File: src/rtl/spi_reg_bank_if.sv
// spi_reg_bank_if: synchronized SPI lines, block enable and register-bank outputs.
// slave modport faces the register bank; master modport faces the driver/observer.
interface spi_reg_bank_if #(
    parameter int unsigned NUM_REGS  = 4,
    parameter int unsigned REG_WIDTH = 8
);
    logic                          ena;
    logic                          spi_cs_n;
    logic                          spi_sclk;
    logic                          spi_mosi;
    logic                          spi_miso;
    logic [NUM_REGS*REG_WIDTH-1:0] regs;
    logic                          wr_strobe;
    logic [6:0]                    wr_addr;

    modport slave (
        input  ena, spi_cs_n, spi_sclk, spi_mosi,
        output spi_miso, regs, wr_strobe, wr_addr
    );

    modport master (
        output ena, spi_cs_n, spi_sclk, spi_mosi,
        input  spi_miso, regs, wr_strobe, wr_addr
    );
endinterface

File: src/rtl/spi_reg_bank.sv
// spi_reg_bank: SPI mode-0 slave decoding 16-bit frames {RW, addr[6:0], data[7:0]}
// into a bank of configuration registers for the ALU.
// Optional feature macro: SPI_READBACK_EN (read frames shift register data out on MISO).
module spi_reg_bank #(
    parameter int unsigned NUM_REGS  = 4,
    parameter int unsigned REG_WIDTH = 8
) (
    input  logic               clk,
    input  logic               rst,
    spi_reg_bank_if.slave      bus
);

    localparam int unsigned CNT_W   = 5;
    localparam logic [7:0]  NREGS_C = 8'(NUM_REGS);

    typedef enum logic [1:0] {
        S_IDLE = 2'd0,
        S_CMD  = 2'd1,
        S_DATA = 2'd2,
        S_DONE = 2'd3
    } state_t;

    state_t               r_state;
    state_t               w_state_nx;
    logic                 r_sclk_q;
    logic                 r_cs_q;
    logic [CNT_W-1:0]     r_cnt;
    logic [6:0]           r_sr;
    logic                 r_rw;
    logic [6:0]           r_addr;
    logic [REG_WIDTH-1:0] r_regs [NUM_REGS];
    logic                 r_wr_strobe;
    logic [6:0]           r_wr_addr;

    logic w_rise, w_fall, w_cs_fall, w_cs_rise, w_addr_ok;
    logic w_clr, w_shift_in, w_latch_cmd, w_commit;

    assign w_rise    =  bus.spi_sclk & ~r_sclk_q;
    assign w_fall    = ~bus.spi_sclk &  r_sclk_q;
    assign w_cs_fall = ~bus.spi_cs_n &  r_cs_q;
    assign w_cs_rise =  bus.spi_cs_n & ~r_cs_q;
    assign w_addr_ok = ({1'b0, r_addr} < NREGS_C);

    // Previous-value tracking of sclk and cs_n, independent of ena
    always_ff @(posedge clk or posedge rst) begin
        if (rst) begin
            r_sclk_q <= 1'b0;
            r_cs_q   <= 1'b1;
        end else begin
            r_sclk_q <= bus.spi_sclk;
            r_cs_q   <= bus.spi_cs_n;
        end
    end

    // FSM state register
    always_ff @(posedge clk or posedge rst) begin
        if (rst) r_state <= S_IDLE;
        else     r_state <= w_state_nx;
    end

    // Next-state logic; disable or cs release aborts from any state
    always_comb begin
        w_state_nx = r_state;
        if (!bus.ena || w_cs_rise) begin
            w_state_nx = S_IDLE;
        end else begin
            case (r_state)
                S_IDLE:  if (w_cs_fall) w_state_nx = S_CMD;
                S_CMD:   if (w_fall && r_cnt == CNT_W'(8)) w_state_nx = S_DATA;
                S_DATA:  if (w_rise && r_cnt == CNT_W'(15)) w_state_nx = S_DONE;
                S_DONE:  w_state_nx = S_DONE;
                default: w_state_nx = S_IDLE;
            endcase
        end
    end

`ifdef SPI_READBACK_EN
    logic                 w_load_out, w_shift_out;
    logic [REG_WIDTH-1:0] r_out;
    logic [REG_WIDTH-1:0] w_out_nx;
    logic [REG_WIDTH-1:0] w_rd_data;
    logic                 r_miso;
`endif

    // Datapath control decode from current state and detected edges
    always_comb begin
        w_clr       = 1'b0;
        w_shift_in  = 1'b0;
        w_latch_cmd = 1'b0;
        w_commit    = 1'b0;
`ifdef SPI_READBACK_EN
        w_load_out  = 1'b0;
        w_shift_out = 1'b0;
`endif
        if (bus.ena && !w_cs_rise) begin
            case (r_state)
                S_IDLE: w_clr = w_cs_fall;
                S_CMD: begin
                    w_shift_in  = w_rise && (r_cnt < CNT_W'(8));
                    w_latch_cmd = w_rise && (r_cnt == CNT_W'(7));
`ifdef SPI_READBACK_EN
                    w_load_out  = w_fall && (r_cnt == CNT_W'(8));
`endif
                end
                S_DATA: begin
                    w_shift_in  = w_rise;
                    w_commit    = w_rise && (r_cnt == CNT_W'(15)) && r_rw && w_addr_ok;
`ifdef SPI_READBACK_EN
                    w_shift_out = w_fall;
`endif
                end
                default: ;
            endcase
        end
    end

    // Bit counter, input shifter and command latch
    always_ff @(posedge clk or posedge rst) begin
        if (rst) begin
            r_cnt  <= '0;
            r_sr   <= '0;
            r_rw   <= 1'b0;
            r_addr <= '0;
        end else begin
            if (w_clr) begin
                r_cnt <= '0;
                r_sr  <= '0;
            end else if (w_shift_in) begin
                r_cnt <= r_cnt + CNT_W'(1);
                r_sr  <= {r_sr[5:0], bus.spi_mosi};
            end
            if (w_latch_cmd) begin
                r_rw   <= r_sr[6];
                r_addr <= {r_sr[5:0], bus.spi_mosi};
            end
        end
    end

    // Register bank write commit on the 16th rise of an in-range write
    always_ff @(posedge clk or posedge rst) begin
        if (rst) begin
            for (int k = 0; k < NUM_REGS; k++) r_regs[k] <= '0;
            r_wr_strobe <= 1'b0;
            r_wr_addr   <= '0;
        end else begin
            r_wr_strobe <= w_commit;
            if (w_commit) begin
                r_wr_addr <= r_addr;
                for (int k = 0; k < NUM_REGS; k++) begin
                    if (r_addr == 7'(k)) r_regs[k] <= REG_WIDTH'({r_sr, bus.spi_mosi});
                end
            end
        end
    end

`ifdef SPI_READBACK_EN
    // Read mux; out-of-range addresses read back as zero
    always_comb begin
        w_rd_data = '0;
        for (int k = 0; k < NUM_REGS; k++) begin
            if (r_addr == 7'(k)) w_rd_data = r_regs[k];
        end
    end

    // Output shifter next value: load at CMD->DATA, shift left on each DATA fall
    always_comb begin
        w_out_nx = r_out;
        if (w_clr)            w_out_nx = '0;
        else if (w_load_out)  w_out_nx = r_rw ? '0 : w_rd_data;
        else if (w_shift_out) w_out_nx = {r_out[REG_WIDTH-2:0], 1'b0};
    end

    // Output shifter and registered MISO, driven only in DATA with cs low
    always_ff @(posedge clk or posedge rst) begin
        if (rst) begin
            r_out  <= '0;
            r_miso <= 1'b0;
        end else begin
            r_out  <= w_out_nx;
            r_miso <= (w_state_nx == S_DATA) && !bus.spi_cs_n && w_out_nx[REG_WIDTH-1];
        end
    end

    assign bus.spi_miso = r_miso;
`else
    assign bus.spi_miso = 1'b0;
`endif

    for (genvar k = 0; k < NUM_REGS; k++) begin : g_regs_out
        assign bus.regs[k*REG_WIDTH +: REG_WIDTH] = r_regs[k];
    end

    assign bus.wr_strobe = r_wr_strobe;
    assign bus.wr_addr   = r_wr_addr;

endmodule

File: src/flat_wrapper.sv
// flat-port wrapper written by rule: the top's interface ports become plain ports
module spi_reg_bank_flat 
#(
    parameter int unsigned NUM_REGS  = 4,
    parameter int unsigned REG_WIDTH = 8
)
  (clk, rst, bus_ena, bus_spi_cs_n, bus_spi_sclk, bus_spi_mosi, bus_spi_miso, bus_regs, bus_wr_strobe, bus_wr_addr);
  spi_reg_bank_if #(.NUM_REGS(NUM_REGS), .REG_WIDTH(REG_WIDTH)) bus_i ();
  input  logic clk;
  input  logic rst;
  input wire logic [$bits(bus_i.ena)-1:0] bus_ena;
  input wire logic [$bits(bus_i.spi_cs_n)-1:0] bus_spi_cs_n;
  input wire logic [$bits(bus_i.spi_sclk)-1:0] bus_spi_sclk;
  input wire logic [$bits(bus_i.spi_mosi)-1:0] bus_spi_mosi;
  output wire logic [$bits(bus_i.spi_miso)-1:0] bus_spi_miso;
  output wire logic [$bits(bus_i.regs)-1:0] bus_regs;
  output wire logic [$bits(bus_i.wr_strobe)-1:0] bus_wr_strobe;
  output wire logic [$bits(bus_i.wr_addr)-1:0] bus_wr_addr;
  assign bus_i.ena = bus_ena;
  assign bus_i.spi_cs_n = bus_spi_cs_n;
  assign bus_i.spi_sclk = bus_spi_sclk;
  assign bus_i.spi_mosi = bus_spi_mosi;
  assign bus_spi_miso = bus_i.spi_miso;
  assign bus_regs = bus_i.regs;
  assign bus_wr_strobe = bus_i.wr_strobe;
  assign bus_wr_addr = bus_i.wr_addr;
  spi_reg_bank #(.NUM_REGS(NUM_REGS), .REG_WIDTH(REG_WIDTH)) u_core (.clk(clk), .rst(rst), .bus(bus_i));
endmodule
File: config.mk
export PLATFORM = sky130hd
export DESIGN_NAME = spi_reg_bank_flat
export DESIGN_NICKNAME = d
export VERILOG_FILES = /design/src/rtl/spi_reg_bank_if.sv /design/src/rtl/spi_reg_bank.sv /design/src/flat_wrapper.sv
export SDC_FILE = /design/constraint.sdc
export NUM_CORES = 1
export LEC_CHECK = 0
export BUFFER_PORTS_ARGS = -buffer_cell sky130_fd_sc_hd__buf_4
export CAP_MARGIN = 20
export CORE_MARGIN = 4
export CORE_UTILIZATION = 40
export DETAILED_ROUTE_END_ITERATION = 6
export HOLD_SLACK_MARGIN = 0.15
export SYNTH_ARGS = -nofsm -noshare
export SYNTH_HDL_FRONTEND = slang
export SYNTH_SLANG_ARGS = --single-unit
File: constraint.sdc
create_clock -name clk -period 6.2 [get_ports clk]
set_clock_uncertainty 0.15 [all_clocks]
set_input_delay 0.93 -clock clk [delete_from_list [all_inputs] [get_ports clk]]
set_output_delay 0.93 -clock clk [all_outputs]
set_load 0.02 [all_outputs]
==> results.py <==
metrics = {
    "outcome": {
        "outcome": "complete, no violations",
    },
    "cts": {
        "cts_made_buffers": 9,
        "insertion_delay_ns": 0.34,
        "clk_pin_slew_ns": 0.07,
        "cts_resized": 0,
        "cts.sinks": 64,
        "cts_tree": "built",
        "ctsHoldBuffers": 0,
        "cts_root_buf": "clkbuf_8",
        "cts_setup_buffers": 0,
        "cts.path.max_buffers": 2,
        "htree_num_levels": 3,
    },
    "final_layout": {
        "area_growth_pct": 21.9,
        "num_antenna_cells": 0,
        "drive_gt1_frac": 0.417,
        "finalNetCount": 274,
        "final_cell_area_um2": 3370,
        "stdcell_count": 344,
    },
    "setup_path": {
        "slowest_delay_ns": 0.72,
        "r2r.worst_path.cells": 6,
        "rr_startpoint": "u_core.r_state[0]",
        "path_delay_family": "simple AND/OR/NAND/NOR gates",
        "worstSetupPathType": "reg2reg",
        "r2r-end": "u_core.bus.regs[9]",
        "crit_buf_inv": 1,
        "crit_chain": "inv_1 > ha_1 > or4b_1 > or4b_1 > nor4b_4 > mux2_2",
        "worst_setup_path_end_kind": "flop",
        "crit_path_start_kind": "flop",
        "r2r_slack_ns": 2.93,
        "critical_path.max_fanout": 8,
        "crit_required_ns": 6.27,
        "arrival_ns": 3.34,
        "critPathSlowestCell": "or4b_1",
        "cpMostUsedCell": "or4b_1",
    },
    "floorplan": {
        "start_util": 0.410,
        "fp.dieH_um": 91.2,
        "num_rows": 30,
        "core_um2": 6760,
        "ios": 47,
        "die_x_um": 91.2,
        "die-area_um2": 8310,
    },
    "synth": {
        "synthTopCellsByArea": "dfrtp_1 (57%), mux2_2 (17%), ha_1 (3.2%)",
        "yosys-mux-area-fraction": 0.171,
        "synthAdderAreaFrac": 0.0316,
        "synth_compound_area_frac": 0.0665,
        "yosysTopAreaCell": "dfrtp_1",
        "synth.avg_cell_area_um2": 13.1,
        "yosys.area_share.simple": 0.123,
        "synthCells": 211,
        "synth_area_um2": 2770,
        "synth_xor_area_frac": 0,
        "synth_common_cells": "dfrtp_1 (63), mux2_2 (42), a21oi_1 (14)",
        "ys_types": 36,
        "synth_most_common_cell": "dfrtp_1",
        "yosysWarnings": 0,
        "synth_top_cell_area_share": 0.570,
        "async_flop_share": 1.00,
        "ys_seq_elements": 64,
        "synth_top_family_by_area": "multiplexers",
        "ys_seq_area_frac": 0.579,
        "synth-edff-count": 0,
        "synth-main-ff-cell": "dfrtp_1",
        "synth.net_count": 224,
    },
    "route": {
        "vias_per_cell": 5.22,
        "ant_nets": 0,
        "route.detailed.drc": 0,
        "drt_iter0_drc": 71,
        "dr_total_vias": 1797,
        "drtPass1Iterations": 4,
        "wl_per_cell_um": 16.6,
        "totalWireLength_um": 5700,
    },
    "global_routing": {
        "grt_use_total": 0.146,
        "grt-ovfl-total": 0,
        "antenna_found_initial": 0,
        "grt_pass1_wl_um": 9390,
        "grt_max_degree": 65,
        "grt_pass1_vias": 1768,
    },
    "timing": {
        "finalSetupViolCount": 0,
        "tightest_slew_ns": 0.919,
        "slew_viol_final": 0,
        "setup_tns_ns": 0,
        "maxSlewHeadroom": 0.385,
        "max_freq_ghz": 0.306,
        "min_period_ns": 3.27,
        "finalHoldViolCount": 0,
        "post-route-period-util": 0.527,
        "rsz0062_at_grt": "no",
        "fin_ws_ns": 2.93,
    },
    "placement": {
        "gp_congestion": 0.750,
        "dp_cells": 330,
        "numPortBuffers": 45,
        "post-place-ws_ns": 2.91,
        "place_area_um2": 3180,
        "dpl.hpwl_um": 3790,
    },
    "power": {
        "vdd_drop_max_uv": 142,
        "totalPowerFinal_mw": 0.867,
        "p_per_area_nw_per_um2": 257,
        "p_leak_nw": 1.66,
    },
    "min_path": {
        "holdCritStartpoint": "u_core.bus.wr_addr[3]",
        "hp-class": "reg2reg",
        "whs_path_depth": 1,
        "worstHoldEndpoint": "u_core.bus.wr_addr[3]",
    },
    "run": {
        "drv_cap": 0,
    },
}
-- state kept, by name, indices dropped and copies added (netlist names) --
name and cells:
u_core.r_cs_q 1, u_core.r_sclk_q 1, u_core.bus.wr_strobe 1, u_core.bus.wr_addr 7
u_core.r_rw 1, u_core.bus.regs 32, u_core.r_state 2, u_core.r_addr 7
u_core.r_cnt 5, u_core.r_sr 7
-- per-stage QoR --
| stage | util | hold WS [ns] |
|---|---|---|
| 3_5_place_dp | 0.471 | 0.337 |
| 5_1_grt | 0.499 | 0.367 |
| 6_report | 0.499 | 0.349 |
| 2_1_floorplan | - | 0.323 |
| 4_1_cts | 0.499 | 0.356 |
| 3_3_place_gp | 0.471 | 0.334 |
-- cell families (layout without fill, tap and decap cells) --
family,count (synthesis),count (layout)
AO/OA/AOI/OAI,32,32
other,1,1
adder cells (fa/ha/maj),7,7
flip-flops,64,64
buffers and inverters,17,70
AND/OR/NAND/NOR,48,48
multiplexers,42,42
-- how the worst max path moves through the flow --
| stage | end | slack [ns] | start | depth (start not counted) |
|---|---|---|---|---|
| detailed placement | u_core.bus.regs[9] | 2.91 | u_core.r_state[0] | 6 |
| finish | u_core.bus.regs[9] | 2.93 | u_core.r_state[0] | 6 |
| CTS | u_core.bus.regs[9] | 2.90 | u_core.r_state[0] | 6 |
| floorplan | u_core.bus.regs[8] | 3.30 | u_core.r_state[0] | 7 |
| global route | u_core.bus.regs[8] | 2.76 | u_core.r_state[0] | 6 |
| global placement | u_core.bus.regs[9] | 2.92 | u_core.r_state[0] | 6 |
-- report_power, final --
part	switching, mW	internal, mW	leakage [nW]
registers	0.00955	0.426	0.886
clock network	0.151	0.202	0.0973
logic	0.0515	0.0269	0.681
-- layer usage --
metal / GRT usage / vias up / share of wire
met5: 0 / - / 0
met3: 0.0597 / 9 / 0.049
met2: 0.210 / 36 / 0.44
met1: 0.198 / 903 / 0.49
met4: 0.0490 / 0 / 0.014
li1: - / 849 / -
-- worst reg2reg max path, delay by kind of cell (launching register included) --
kind / cells / cell delay, ns
adders and majority gates: 1 / 0.26
muxes: 1 / 0.41
and+or+nand+nor: 3 / 1.83
DFF: 1 / 0.40
buffers and inverters: 1 / 0.12
-- area by class of cell --
class	count	area, um^2
sequential	64	1600
tap	80	100
multi-input combinational	130	1090
timing repair buffer	47	353
fill	619	3380
inverter	9	33.8
clock buffer	11	151
clock inverter	3	42.5
-- layout by cell type (no fill, tap or decap), drive strengths merged, types with 2 or more instances in the layout --
master / n
clkbuf: 11
or4: 2
nor4: 3
or4b: 2
o21ai: 11
nor2: 5
nand2b: 3
mux2: 42
ha: 7
o31ai: 2
nor3: 2
nand3: 11
dfrtp: 63
nand2: 6
inv: 9
a21oi: 14
nor2b: 5
buf: 47
and3: 2
Power figures use the tool's default switching activity.
